$ cat config.mk
export PLATFORM = sky130hd
export DESIGN_NAME = varredura_display
export DESIGN_NICKNAME = d
export VERILOG_FILES = /design/src/rtl/varredura_display_pkg.sv /design/src/rtl/varredura_display_divisor_tick.sv /design/src/rtl/varredura_display.sv
export SDC_FILE = /design/constraint.sdc
export NUM_CORES = 1
export LEC_CHECK = 0
export BUFFER_PORTS_ARGS = -buffer_cell sky130_fd_sc_hd__buf_4
export CAP_MARGIN = 10
export CORE_ASPECT_RATIO = 0.7
export CORE_MARGIN = 4
export CORE_UTILIZATION = 45
export DETAILED_ROUTE_END_ITERATION = 8
export PLACE_DENSITY = 0.72
export SLEW_MARGIN = 15
export SYNTH_ARGS = -nofsm -noshare
export SYNTH_HDL_FRONTEND = slang
export SYNTH_SLANG_ARGS = --single-unit
$ cat constraint.sdc
create_clock -name clock -period 3.7 [get_ports clock]
set_input_delay 0.185 -clock clock [delete_from_list [all_inputs] [get_ports clock]]
set_output_delay 0.185 -clock clock [all_outputs]
set_load 0.01 [all_outputs]
$ cat src/rtl/varredura_display_pkg.sv
// Shared definitions for the display scan controller.
// Contents: FSM state encoding, number of scanned digits and the
// leading-zero blanking helper used by the top level.
package varredura_display_pkg;

    typedef enum logic [0:0] {
        PARADO   = 1'b0,
        VARRENDO = 1'b1
    } estado_t;

    localparam int NUM_DIGITOS = 4;

    // A digit k>=1 is a leading zero when it and every higher digit are 0.
    // Digit 0 is never blanked so an all-zero value still shows "0".
    function automatic logic digito_apagado(input logic [15:0] snap, input logic [1:0] sel);
        logic res;
        case (sel)
            2'd0:    res = 1'b0;
            2'd1:    res = (snap[15:4]  == 12'h000);
            2'd2:    res = (snap[15:8]  == 8'h00);
            2'd3:    res = (snap[15:12] == 4'h0);
            default: res = 1'b0;
        endcase
        return res;
    endfunction

endpackage

$ cat src/rtl/varredura_display_divisor_tick.sv
// Prescaler for the scan controller: produces a one-cycle tick every
// PRESCALE clocks while running.
// Ports: clock, reset (sync, active-high), limpar (hold counter at 0,
//        suppress tick), tick (combinational, high on the last count).
module divisor_tick #(
    parameter int PRESCALE = 50000
) (
    input  logic clock,
    input  logic reset,
    input  logic limpar,
    output logic tick
);

    localparam int W = (PRESCALE > 1) ? $clog2(PRESCALE) : 1;
    localparam logic [W-1:0] ULTIMO = W'(PRESCALE - 1);
    localparam logic [W-1:0] ZERO   = W'(0);
    localparam logic [W-1:0] UM     = W'(1);

    logic [W-1:0] contador_r;

    // Prescale counter: 0..PRESCALE-1, cleared while limpar is high.
    always_ff @(posedge clock) begin
        if (reset) begin
            contador_r <= ZERO;
        end else if (limpar || (contador_r == ULTIMO)) begin
            contador_r <= ZERO;
        end else begin
            contador_r <= contador_r + UM;
        end
    end

    assign tick = !limpar && (contador_r == ULTIMO);

endmodule

$ cat src/rtl/varredura_display.sv
// Display scan controller: time-multiplexes four 4-bit digits onto one
// shared digit bus, snapshotting the inputs once per frame.
// Ports: clock, reset (sync, active-high), Habilitar (run/stop),
//        Dados[15:0] (digit3..digit0), Selecao[1:0] (active digit index),
//        Digito[3:0] (selected snapshot digit), Apagar (blank current
//        digit), Fim_Quadro (one-cycle end-of-frame pulse).
module varredura_display
    import varredura_display_pkg::*;
#(
    parameter int PRESCALE       = 50000,
    parameter bit SUPRIMIR_ZEROS = 1'b1
) (
    input  logic        clock,
    input  logic        reset,
    input  logic        Habilitar,
    input  logic [15:0] Dados,
    output logic [1:0]  Selecao,
    output logic [3:0]  Digito,
    output logic        Apagar,
    output logic        Fim_Quadro
);

    localparam logic [1:0] ULTIMO_DIGITO = 2'(NUM_DIGITOS - 1);

    estado_t     state_r, state_next_s;
    logic [1:0]  selecao_r, selecao_next_s;
    logic [15:0] snapshot_r, snapshot_next_s;
    logic        fim_quadro_r, fim_quadro_next_s;
    logic        limpar_s;
    logic        tick_s;

    // The prescaler only runs while scanning continues; a falling Habilitar
    // clears it on the same edge that leaves VARRENDO.
    assign limpar_s = (state_r != VARRENDO) || !Habilitar;

    divisor_tick #(
        .PRESCALE(PRESCALE)
    ) u_divisor (
        .clock (clock),
        .reset (reset),
        .limpar(limpar_s),
        .tick  (tick_s)
    );

    // State, digit index, frame snapshot and frame pulse registers.
    always_ff @(posedge clock) begin
        if (reset) begin
            state_r      <= PARADO;
            selecao_r    <= 2'b00;
            snapshot_r   <= 16'h0000;
            fim_quadro_r <= 1'b0;
        end else begin
            state_r      <= state_next_s;
            selecao_r    <= selecao_next_s;
            snapshot_r   <= snapshot_next_s;
            fim_quadro_r <= fim_quadro_next_s;
        end
    end

    // Next-state logic: start/stop, digit stepping and frame wrap.
    always_comb begin
        state_next_s      = state_r;
        selecao_next_s    = selecao_r;
        snapshot_next_s   = snapshot_r;
        fim_quadro_next_s = 1'b0;
        case (state_r)
            PARADO: begin
                if (Habilitar) begin
                    state_next_s    = VARRENDO;
                    selecao_next_s  = 2'b00;
                    snapshot_next_s = Dados;
                end else begin
                    selecao_next_s  = 2'b00;
                end
            end
            VARRENDO: begin
                // Stopping wins over a coincident tick: no step, no pulse.
                if (!Habilitar) begin
                    state_next_s   = PARADO;
                    selecao_next_s = 2'b00;
                end else if (tick_s) begin
                    selecao_next_s = selecao_r + 2'b01;
                    if (selecao_r == ULTIMO_DIGITO) begin
                        snapshot_next_s   = Dados;
                        fim_quadro_next_s = 1'b1;
                    end else begin
                        snapshot_next_s   = snapshot_r;
                    end
                end else begin
                    selecao_next_s = selecao_r;
                end
            end
            default: begin
                state_next_s   = PARADO;
                selecao_next_s = 2'b00;
            end
        endcase
    end

    // Outputs: selected digit and blanking, decoded from registers.
    always_comb begin
        Digito = 4'h0;
        Apagar = 1'b1;
        case (selecao_r)
            2'd0:    Digito = snapshot_r[3:0];
            2'd1:    Digito = snapshot_r[7:4];
            2'd2:    Digito = snapshot_r[11:8];
            2'd3:    Digito = snapshot_r[15:12];
            default: Digito = 4'h0;
        endcase
        if (state_r != VARRENDO) begin
            Apagar = 1'b1;
        end else if (SUPRIMIR_ZEROS) begin
            Apagar = digito_apagado(snapshot_r, selecao_r);
        end else begin
            Apagar = 1'b0;
        end
    end

    assign Selecao    = selecao_r;
    assign Fim_Quadro = fim_quadro_r;

endmodule
==> run_summary.xml, run 1 <==
<?xml version="1.0" encoding="UTF-8"?>
<metrics>
  <group name="yosys">
    <metric name="post_synth_num_cell_types" unit="">31</metric>
    <metric name="mapped_cells" unit="">193</metric>
    <metric name="top_cell_type_s_share_of_synthesized_area" unit="%">42.4</metric>
    <metric name="synthesis.yosys.warnings" unit="">0</metric>
    <metric name="yosys.area.top_type" unit="">sky130_fd_sc_hd__dfxtp_1</metric>
    <metric name="syn_area" unit="sq mm">0.00170</metric>
    <metric name="synth.avg_cell_area" unit="sq um">8.82</metric>
    <metric name="synth_async_sr_flop_share" unit="%">0</metric>
    <metric name="flop_and_latch_count_out_of_synthesis" unit="">36</metric>
    <metric name="seq_area_frac_synth" unit="%">42.4</metric>
    <metric name="synthesis.nets" unit="">217</metric>
    <metric name="yosys-top-cells-area" unit="">sky130_fd_sc_hd__dfxtp_1, sky130_fd_sc_hd__nand3_1, sky130_fd_sc_hd__a21oi_1, sky130_fd_sc_hd__o21ai_0, sky130_fd_sc_hd__nor2_1</metric>
    <metric name="number_of_enable_flip_flop_cells_after_synthesis" unit="">0</metric>
    <metric name="synthFlopType" unit="">sky130_fd_sc_hd__dfxtp_1</metric>
  </group>
  <group name="grt">
    <metric name="globalRouteOverflowTotal" unit="">0</metric>
    <metric name="global_route_wire_length_before_repair" unit="mm">6.49</metric>
    <metric name="antenna_found_initial" unit="">0</metric>
    <metric name="pin_count_of_the_biggest_net_entering_global_routing" unit="">18</metric>
    <metric name="vias_in_the_first_global_route" unit="">1346</metric>
    <metric name="grt_usage" unit="%">17.8</metric>
  </group>
  <group name="setup_path">
    <metric name="timing.setup.critical_path_class" unit="">flip-flop to flip-flop</metric>
    <metric name="timing.critical_path.from_type" unit="">flip-flop</metric>
    <metric name="slowest_delay" unit="ps">860</metric>
    <metric name="timing.critical_path.slowest_stage_cell" unit="">sky130_fd_sc_hd__o41ai_4</metric>
    <metric name="endpoint_kind" unit="">flip-flop</metric>
    <metric name="worst-endpoint-required" unit="ps">3910</metric>
    <metric name="worst-path-buf-inv" unit="">0</metric>
    <metric name="crit_path_max_fanout" unit="">16</metric>
    <metric name="worst_ep_arrival_time" unit="ps">2510</metric>
    <metric name="crit_chain" unit="">or4bb_1, o41ai_4, nand3_1, a21oi_1</metric>
    <metric name="cp_top_family" unit="">compound AO/OA/AOI/OAI gates</metric>
  </group>
  <group name="finish">
    <metric name="areaGrowthSynthToFinish" unit="%">16.5</metric>
    <metric name="antenna_cells_inserted" unit="">0</metric>
    <metric name="fraction_of_final_layout_cells_with_drive_strength_greater_than_1" unit="%">16.3</metric>
    <metric name="nNetsFinal" unit="">239</metric>
    <metric name="final_design_area_no_fill" unit="sq mm">0.00198</metric>
  </group>
  <group name="floorplanning">
    <metric name="die_h" unit="um">59.5</metric>
    <metric name="floorplan.die.width" unit="um">81.5</metric>
    <metric name="floorplan.rows" unit="">18</metric>
    <metric name="design.portCount" unit="">27</metric>
    <metric name="core_area" unit="sq mm">0.00358</metric>
    <metric name="initial_utilization" unit="%">47.5</metric>
    <metric name="die_area" unit="sq mm">0.00485</metric>
  </group>
  <group name="detailed_routing">
    <metric name="routed_length_on_met1" unit="mm">2.00</metric>
    <metric name="dr_total_vias" unit="">1447</metric>
    <metric name="via_to_cell_ratio" unit="">5.46</metric>
    <metric name="routed_wl" unit="mm">3.81</metric>
    <metric name="top_signal_layer_used" unit="">met4</metric>
    <metric name="detail_route.first_pass.iterations" unit="">5</metric>
    <metric name="met3RoutedLength" unit="um">274</metric>
    <metric name="antenna_violating_nets_post_route" unit="">0</metric>
    <metric name="detailedRoute.firstIterationViolations" unit="">193</metric>
    <metric name="avgRoutedWirePerCell" unit="um">14.4</metric>
    <metric name="drc" unit="">0</metric>
    <metric name="route.met2.wl" unit="mm">1.52</metric>
  </group>
  <group name="pwr">
    <metric name="power-per-cell-area" unit="mW/mm^2">364</metric>
    <metric name="vdd_drop_max" unit="V">0.000191</metric>
    <metric name="p_leak" unit="uW">0.000725</metric>
  </group>
  <group name="timing">
    <metric name="slew-limit-headroom" unit="%">41.0</metric>
    <metric name="hold_violations" unit="">0</metric>
    <metric name="grt_setup_unrepaired" unit="">no</metric>
    <metric name="worst_clock_skew" unit="ps">6.73</metric>
    <metric name="worst_pin_slew" unit="ps">883</metric>
    <metric name="setup_tns" unit="ps">0</metric>
    <metric name="report.final.slew_viol_count" unit="">0</metric>
    <metric name="setup_viol_count_final" unit="">0</metric>
    <metric name="maxClockFrequency" unit="GHz">0.435</metric>
    <metric name="period_share" unit="%">62.2</metric>
    <metric name="post-route-min-period" unit="ps">2300</metric>
    <metric name="setup_slack" unit="ps">1400</metric>
    <metric name="timing.hold.ws" unit="ps">158</metric>
  </group>
  <group name="clock_network">
    <metric name="cts_inserted_buffers" unit="">5</metric>
    <metric name="cts.reportedPaths.clkPinSlew" unit="ps">70</metric>
    <metric name="cts_hold_repair.buffers" unit="">0</metric>
    <metric name="tritoncts" unit="">yes</metric>
    <metric name="clock_sinks" unit="">36</metric>
    <metric name="post_cts_resize_count" unit="">0</metric>
    <metric name="cts.repair_timing.setup_buffer_count" unit="">0</metric>
    <metric name="root_buffer" unit="">sky130_fd_sc_hd__clkbuf_8</metric>
    <metric name="clock_insertion_delay_worst_skew" unit="ps">280</metric>
    <metric name="cts_buffer_depth" unit="">2</metric>
    <metric name="htreeDepth" unit="">2</metric>
  </group>
  <group name="placement">
    <metric name="placement.io_buffers" unit="">26</metric>
    <metric name="gpl.final_weighted_congestion" unit="">0.882</metric>
    <metric name="dpl-instance-area" unit="sq mm">0.00191</metric>
    <metric name="post-place-ws" unit="ps">1480</metric>
    <metric name="detailedPlacementHpwl" unit="mm">2.70</metric>
  </group>
  <group name="min_path">
    <metric name="timing.hold.worst.class" unit="">primary input to flip-flop</metric>
  </group>
  <group name="run_status">
    <metric name="run_status" unit="">complete, no violations</metric>
  </group>
  <group name="job">
    <metric name="drv_cap" unit="">0</metric>
  </group>
</metrics>
registers in the layout, indices dropped and copies added, names as in the netlist:
register,cells
snapshot_r,16
Selecao,2
Fim_Quadro,1
u_divisor.contador_r,16
state_r,1
final cells by class:
cell class	instances	area, sq um
Fill cell	347	1600
Clock inverter	1	5.00
Clock buffer	6	72.6
Timing Repair Buffer	26	195
Inverter	9	33.8
Sequential cell	36	721
Multi-Input combinational cell	137	893
Tap cell	50	62.6
tightest hold or removal path: cells and delay by family:
| kind | cells | cell delay (ps) |
|---|---|---|
| AO/OA/AOI/OAI | 1 | 50 |
| buffers and inverters | 1 | 110 |
| AND/OR/NAND/NOR | 1 | 50 |
layout by cell type, fill, tap and decap left out, drive strengths merged:
master / n
o41a: 1
xor2: 7
xnor2: 8
or4: 1
a21o: 1
inv: 9
nand3: 23
mux2i: 5
o21ai: 16
buf: 26
dfxtp: 36
nor2: 21
clkinv: 1
and4: 2
nand2: 5
a222oi: 4
or3: 1
or4bb: 2
ha: 5
o31ai: 1
or4b: 2
nand4: 7
a21oi: 17
clkbuf: 6
nor4: 6
and3: 1
o41ai: 1
where the power goes:
group | switching [uW] | leakage, uW | internal [uW]
Sequential | 8.77 | 0.000293 | 398
Clock | 130 | 0.0000410 | 128
Combinational | 29.4 | 0.000391 | 27.8
logic make-up (layout without fill, tap and decap cells):
family                   Yosys count  in the layout  share of synthesized area [%]
buffers and inverters             20             42                           5.15
XOR/XNOR                          15             15                           7.72
adder cells (fa/ha/maj)            5              5                           3.68
AO/OA/AOI/OAI                     41             41                           15.2
multiplexers                       5              5                           2.94
flip-flops                        36             36                           42.4
AND/OR/NAND/NOR                   71             71                           22.9
synth_stat cells, types with 2 or more instances:
cell type and instances:
sky130_fd_sc_hd__nand3_1 22, sky130_fd_sc_hd__a222oi_1 4, sky130_fd_sc_hd__nor2_1 21, sky130_fd_sc_hd__a21oi_1 17
sky130_fd_sc_hd__clkbuf_1 7, sky130_fd_sc_hd__or4bb_1 2, sky130_fd_sc_hd__nor4_1 6, sky130_fd_sc_hd__nand2_1 5
sky130_fd_sc_hd__inv_1 9, sky130_fd_sc_hd__xnor2_1 8, sky130_fd_sc_hd__xor2_1 7, sky130_fd_sc_hd__dfxtp_1 36
sky130_fd_sc_hd__ha_1 5, sky130_fd_sc_hd__nand4_1 7, sky130_fd_sc_hd__o21ai_0 16, sky130_fd_sc_hd__and4_1 2
sky130_fd_sc_hd__mux2i_1 5
worst paths after layout:
check                          start  depth (start not counted)        endpoint  slack (ps)
max          u_divisor.contador_r[8]                          4  snapshot_r[14]        1400
min                         Dados[7]                          3   snapshot_r[7]         160
max reg2reg  u_divisor.contador_r[8]                          4  snapshot_r[14]        1400
min reg2reg            snapshot_r[2]                          2   snapshot_r[2]         470
per-stage QoR:
| step | util (%) | power [uW] | instances |
|---|---|---|---|
| final | 55.4 | 722 | 265 |
| after global routing | 55.4 | 757 | 265 |
| after CTS | 55.4 | 730 | 265 |
| after detailed placement | 53.2 | 472 | 258 |
| after global placement | 53.2 | 471 | 258 |
| after floorplan | - | 446 | 193 |
routing by layer:
metal	up-vias	track usage (%)
met3	2	4.56
met1	668	26.7
met4	0	6.99
met2	40	23.8
li1	737	-
met5	-	0
No activity file was read; power rests on OpenSTA's default activity.
==> run 2, diff against run 1 <==
- ABC_AREA: default -> 1
- PLACE_DENSITY: 0.72 -> 0.71
- clock period: 3.7 -> 2.2 ns (I/O delays scaled with it)
==> run 2 against run 1 <==
Synthesized cell count grew 54%. Worst hold slack lost 20 ps. Non-clock buffer count grew 2. Via count grew 26%. Clock skew is essentially flat. Largest cell class unchanged. Largest power group unchanged.
==> run_summary.xml, run 2 <==
<?xml version="1.0" encoding="UTF-8"?>
<metrics>
  <group name="timing">
    <metric name="slew-limit-headroom" unit="%">75.4</metric>
    <metric name="period_share" unit="%">88.6</metric>
    <metric name="setup_tns" unit="ps">0</metric>
    <metric name="post-route-min-period" unit="ps">1950</metric>
    <metric name="setup_viol_count_final" unit="">0</metric>
    <metric name="worst_clock_skew" unit="ps">7.16</metric>
    <metric name="worst_pin_slew" unit="ps">369</metric>
    <metric name="grt_setup_unrepaired" unit="">no</metric>
    <metric name="maxClockFrequency" unit="GHz">0.513</metric>
    <metric name="hold_violations" unit="">0</metric>
    <metric name="report.final.slew_viol_count" unit="">0</metric>
  </group>
  <group name="setup_path">
    <metric name="timing.critical_path.slowest_stage_cell" unit="">sky130_fd_sc_hd__dfxtp_1</metric>
    <metric name="worst-r2r-setup-slack" unit="ps">500</metric>
    <metric name="worst-path-buf-inv" unit="">3</metric>
    <metric name="endpoint_kind" unit="">primary output</metric>
    <metric name="crit_top_cell" unit="">sky130_fd_sc_hd__inv_1</metric>
    <metric name="timing.critical_path.from_type" unit="">flip-flop</metric>
    <metric name="worst_ep_arrival_time" unit="ps">1840</metric>
    <metric name="reg2regPathDepth" unit="">9</metric>
    <metric name="reg2reg_from" unit="">u_divisor.contador_r[0]</metric>
    <metric name="critical_path_cell_count" unit="">7</metric>
    <metric name="slowest_delay" unit="ps">420</metric>
    <metric name="timing.setup.critical_path_class" unit="">flip-flop to primary output</metric>
    <metric name="crit_path_max_fanout" unit="">6</metric>
    <metric name="rr_endpoint" unit="">snapshot_r[11]</metric>
    <metric name="crit_chain" unit="">inv_1, ha_1, inv_1, o21ai_0, a221oi_1, a21oi_1, buf_4</metric>
    <metric name="cp_top_family" unit="">compound AO/OA/AOI/OAI gates</metric>
    <metric name="worst-endpoint-required" unit="ps">2090</metric>
  </group>
  <group name="finish">
    <metric name="fraction_of_final_layout_cells_with_drive_strength_greater_than_1" unit="%">17.8</metric>
    <metric name="most_frequent_cells_in_the_layout" unit="">sky130_fd_sc_hd__inv_1, sky130_fd_sc_hd__nand2_1, sky130_fd_sc_hd__nor2_1</metric>
    <metric name="antenna_cells_inserted" unit="">0</metric>
    <metric name="areaGrowthSynthToFinish" unit="%">16.3</metric>
    <metric name="instances_no_fill" unit="">378</metric>
    <metric name="layout_commonest_cell" unit="">sky130_fd_sc_hd__inv_1</metric>
    <metric name="nNetsFinal" unit="">349</metric>
  </group>
  <group name="floorplanning">
    <metric name="initial_utilization" unit="%">48.9</metric>
    <metric name="core_area" unit="sq mm">0.00409</metric>
    <metric name="floorplan.rows" unit="">19</metric>
    <metric name="die_h" unit="um">63.8</metric>
    <metric name="design.portCount" unit="">27</metric>
    <metric name="floorplan.die.width" unit="um">87.7</metric>
    <metric name="die_area" unit="sq mm">0.00559</metric>
  </group>
  <group name="job">
    <metric name="drv_cap" unit="">0</metric>
  </group>
  <group name="yosys">
    <metric name="synthMostInstantiatedCell" unit="">sky130_fd_sc_hd__inv_1</metric>
    <metric name="synthesized_area_fraction_occupied_by_xor_and_xnor_cells" unit="%">2.63</metric>
    <metric name="synthesis.yosys.warnings" unit="">0</metric>
    <metric name="yosys-top-cells-area" unit="">sky130_fd_sc_hd__dfxtp_1, sky130_fd_sc_hd__inv_1, sky130_fd_sc_hd__nand2_1, sky130_fd_sc_hd__nor2_1, sky130_fd_sc_hd__nand4_1</metric>
    <metric name="yosys.area.top_type" unit="">sky130_fd_sc_hd__dfxtp_1</metric>
    <metric name="top_cell_type_s_share_of_synthesized_area" unit="%">36.0</metric>
    <metric name="synth.avg_cell_area" unit="sq um">6.74</metric>
    <metric name="post_synth_and_or_nand_nor_area_fraction" unit="%">36.1</metric>
    <metric name="synth_compound_area_share" unit="%">7.19</metric>
    <metric name="synth_async_sr_flop_share" unit="%">0</metric>
    <metric name="synthesis.nets" unit="">321</metric>
    <metric name="syn_area" unit="sq mm">0.00200</metric>
    <metric name="synth_fa_ha_area_share" unit="%">3.13</metric>
    <metric name="synth_mux_area_share" unit="%">0</metric>
    <metric name="number_of_enable_flip_flop_cells_after_synthesis" unit="">0</metric>
    <metric name="synthFlopType" unit="">sky130_fd_sc_hd__dfxtp_1</metric>
    <metric name="post_synth_num_cell_types" unit="">28</metric>
    <metric name="mapped_cells" unit="">297</metric>
    <metric name="flop_and_latch_count_out_of_synthesis" unit="">36</metric>
    <metric name="synth.top_cells.by_count" unit="">sky130_fd_sc_hd__inv_1, sky130_fd_sc_hd__nand2_1, sky130_fd_sc_hd__nor2_1</metric>
    <metric name="seq_area_frac_synth" unit="%">36.0</metric>
    <metric name="synth_top_family_by_area" unit="">simple AND/OR/NAND/NOR gates</metric>
  </group>
  <group name="min_path">
    <metric name="hp-start" unit="">Dados[0]</metric>
    <metric name="worst_hold_path.num_cells" unit="">5</metric>
    <metric name="timing.hold.worst.class" unit="">primary input to flip-flop</metric>
    <metric name="worstHoldEndpoint" unit="">snapshot_r[0]</metric>
  </group>
  <group name="pwr">
    <metric name="vdd_drop_max" unit="V">0.000331</metric>
    <metric name="power-per-cell-area" unit="mW/mm^2">575</metric>
    <metric name="p_leak" unit="uW">0.00110</metric>
  </group>
  <group name="clock_network">
    <metric name="tritoncts" unit="">yes</metric>
    <metric name="clock_insertion_delay_worst_skew" unit="ps">290</metric>
    <metric name="cts_inserted_buffers" unit="">5</metric>
    <metric name="htreeDepth" unit="">2</metric>
    <metric name="clock_sinks" unit="">36</metric>
    <metric name="root_buffer" unit="">sky130_fd_sc_hd__clkbuf_8</metric>
    <metric name="cts.repair_timing.setup_buffer_count" unit="">0</metric>
    <metric name="cts_buffer_depth" unit="">2</metric>
    <metric name="cts.reportedPaths.clkPinSlew" unit="ps">70</metric>
  </group>
  <group name="detailed_routing">
    <metric name="routed_wl" unit="mm">4.48</metric>
    <metric name="via_to_cell_ratio" unit="">4.81</metric>
    <metric name="dr_total_vias" unit="">1819</metric>
    <metric name="detailedRoute.firstIterationViolations" unit="">178</metric>
    <metric name="detail_route.first_pass.iterations" unit="">4</metric>
    <metric name="avgRoutedWirePerCell" unit="um">11.8</metric>
    <metric name="drc" unit="">0</metric>
    <metric name="antenna_violating_nets_post_route" unit="">0</metric>
  </group>
  <group name="placement">
    <metric name="placement.io_buffers" unit="">26</metric>
    <metric name="gpl.final_weighted_congestion" unit="">0.909</metric>
    <metric name="detailedPlacementHpwl" unit="mm">3.30</metric>
    <metric name="place_inst" unit="">369</metric>
  </group>
  <group name="grt">
    <metric name="global_route_wire_length_before_repair" unit="mm">7.71</metric>
    <metric name="pin_count_of_the_biggest_net_entering_global_routing" unit="">20</metric>
    <metric name="grt_usage" unit="%">17.8</metric>
    <metric name="globalRouteOverflowTotal" unit="">0</metric>
    <metric name="antenna_found_initial" unit="">0</metric>
    <metric name="vias_in_the_first_global_route" unit="">1608</metric>
  </group>
  <group name="run_status">
    <metric name="run_status" unit="">complete, no violations</metric>
  </group>
</metrics>
run 2: cell count changes in the layout (fill, tap and decap cells not counted), sizes merged, moves of 5 or more:
| cell | previous run | this run |
|---|---|---|
| a21oi | 17 | 11 |
| inv | 9 | 68 |
| mux2i | 5 | 0 |
| nand2 | 5 | 66 |
| nand3 | 23 | 7 |
| nand4 | 7 | 21 |
| nor2 | 21 | 44 |
| nor3 | 0 | 5 |
| nor4 | 6 | 0 |
| o21ai | 16 | 8 |
| xnor2 | 8 | 2 |
run 2: cell families after synthesis:
family / Yosys count
fa+ha+maj: 5
buf+inv: 75
xor+xnor: 6
compound gates: 25
simple gates: 150
flops: 36
run 2: worst max path at each step:
stage / start / end / slack [ps]
floorplan: Selecao[0] / snapshot_r[15] / 750
global placement: u_divisor.contador_r[0] / snapshot_r[11] / 550
detailed placement: u_divisor.contador_r[0] / snapshot_r[11] / 510
CTS: Selecao[0] / Digito[3] / 260
global route: Selecao[1] / Digito[3] / 100
finish: Selecao[0] / Digito[3] / 250
run 2: repair_timing:
item | CTS | global route
hold endpoints to repair | 1 | 0
gates resized for setup | 0 | 0
hold buffers | 1 | 0
run 2: report_power, final:
group	total [uW]	switching (uW)	internal [uW]
Combinational	164	94.0	70.1
Clock	485	229	255
Sequential	689	13.0	676
Total	1340	336	1000
run 2: area by class of cell:
cell class	count	area, sq um
tap	52	65.1
timing repair buffer	28	213
multi-input combinational	186	982
clock buffer	8	90.1
inverter	68	255
sequential	36	721
fill	407	1760
run 2: per-layer routing:
layer | global-route usage, % | vias to the layer above | share of wire [%]
li1 | - | 975 | -
met1 | 28.2 | 789 | 54
met2 | 22.2 | 50 | 38
met3 | 4.62 | 5 | 7.1
met4 | 6.90 | 0 | 1.2
met5 | 0 | - | 0
run 2: metrics by stage:
stage / total power, uW / utilization (%) / hold WS [ps] / instance area [sq um] / setup WS (ps)
detailed placement: 866 / 54.4 / 308 / 2230 / 506
floorplan: 812 / - / 182 / 2000 / 748
global placement: 865 / 54.4 / 306 / 2230 / 555
CTS: 1350 / 56.9 / 133 / 2330 / 258
global route: 1410 / 56.9 / 159 / 2330 / 104
finish: 1340 / 56.9 / 138 / 2330 / 251
run 2: worst reg2reg max path, delay by kind of cell, from the launching register on:
family	cells	cell delay, ps
fa+ha+maj	1	210
buf+inv	1	50
flops	1	360
simple gates	7	1010
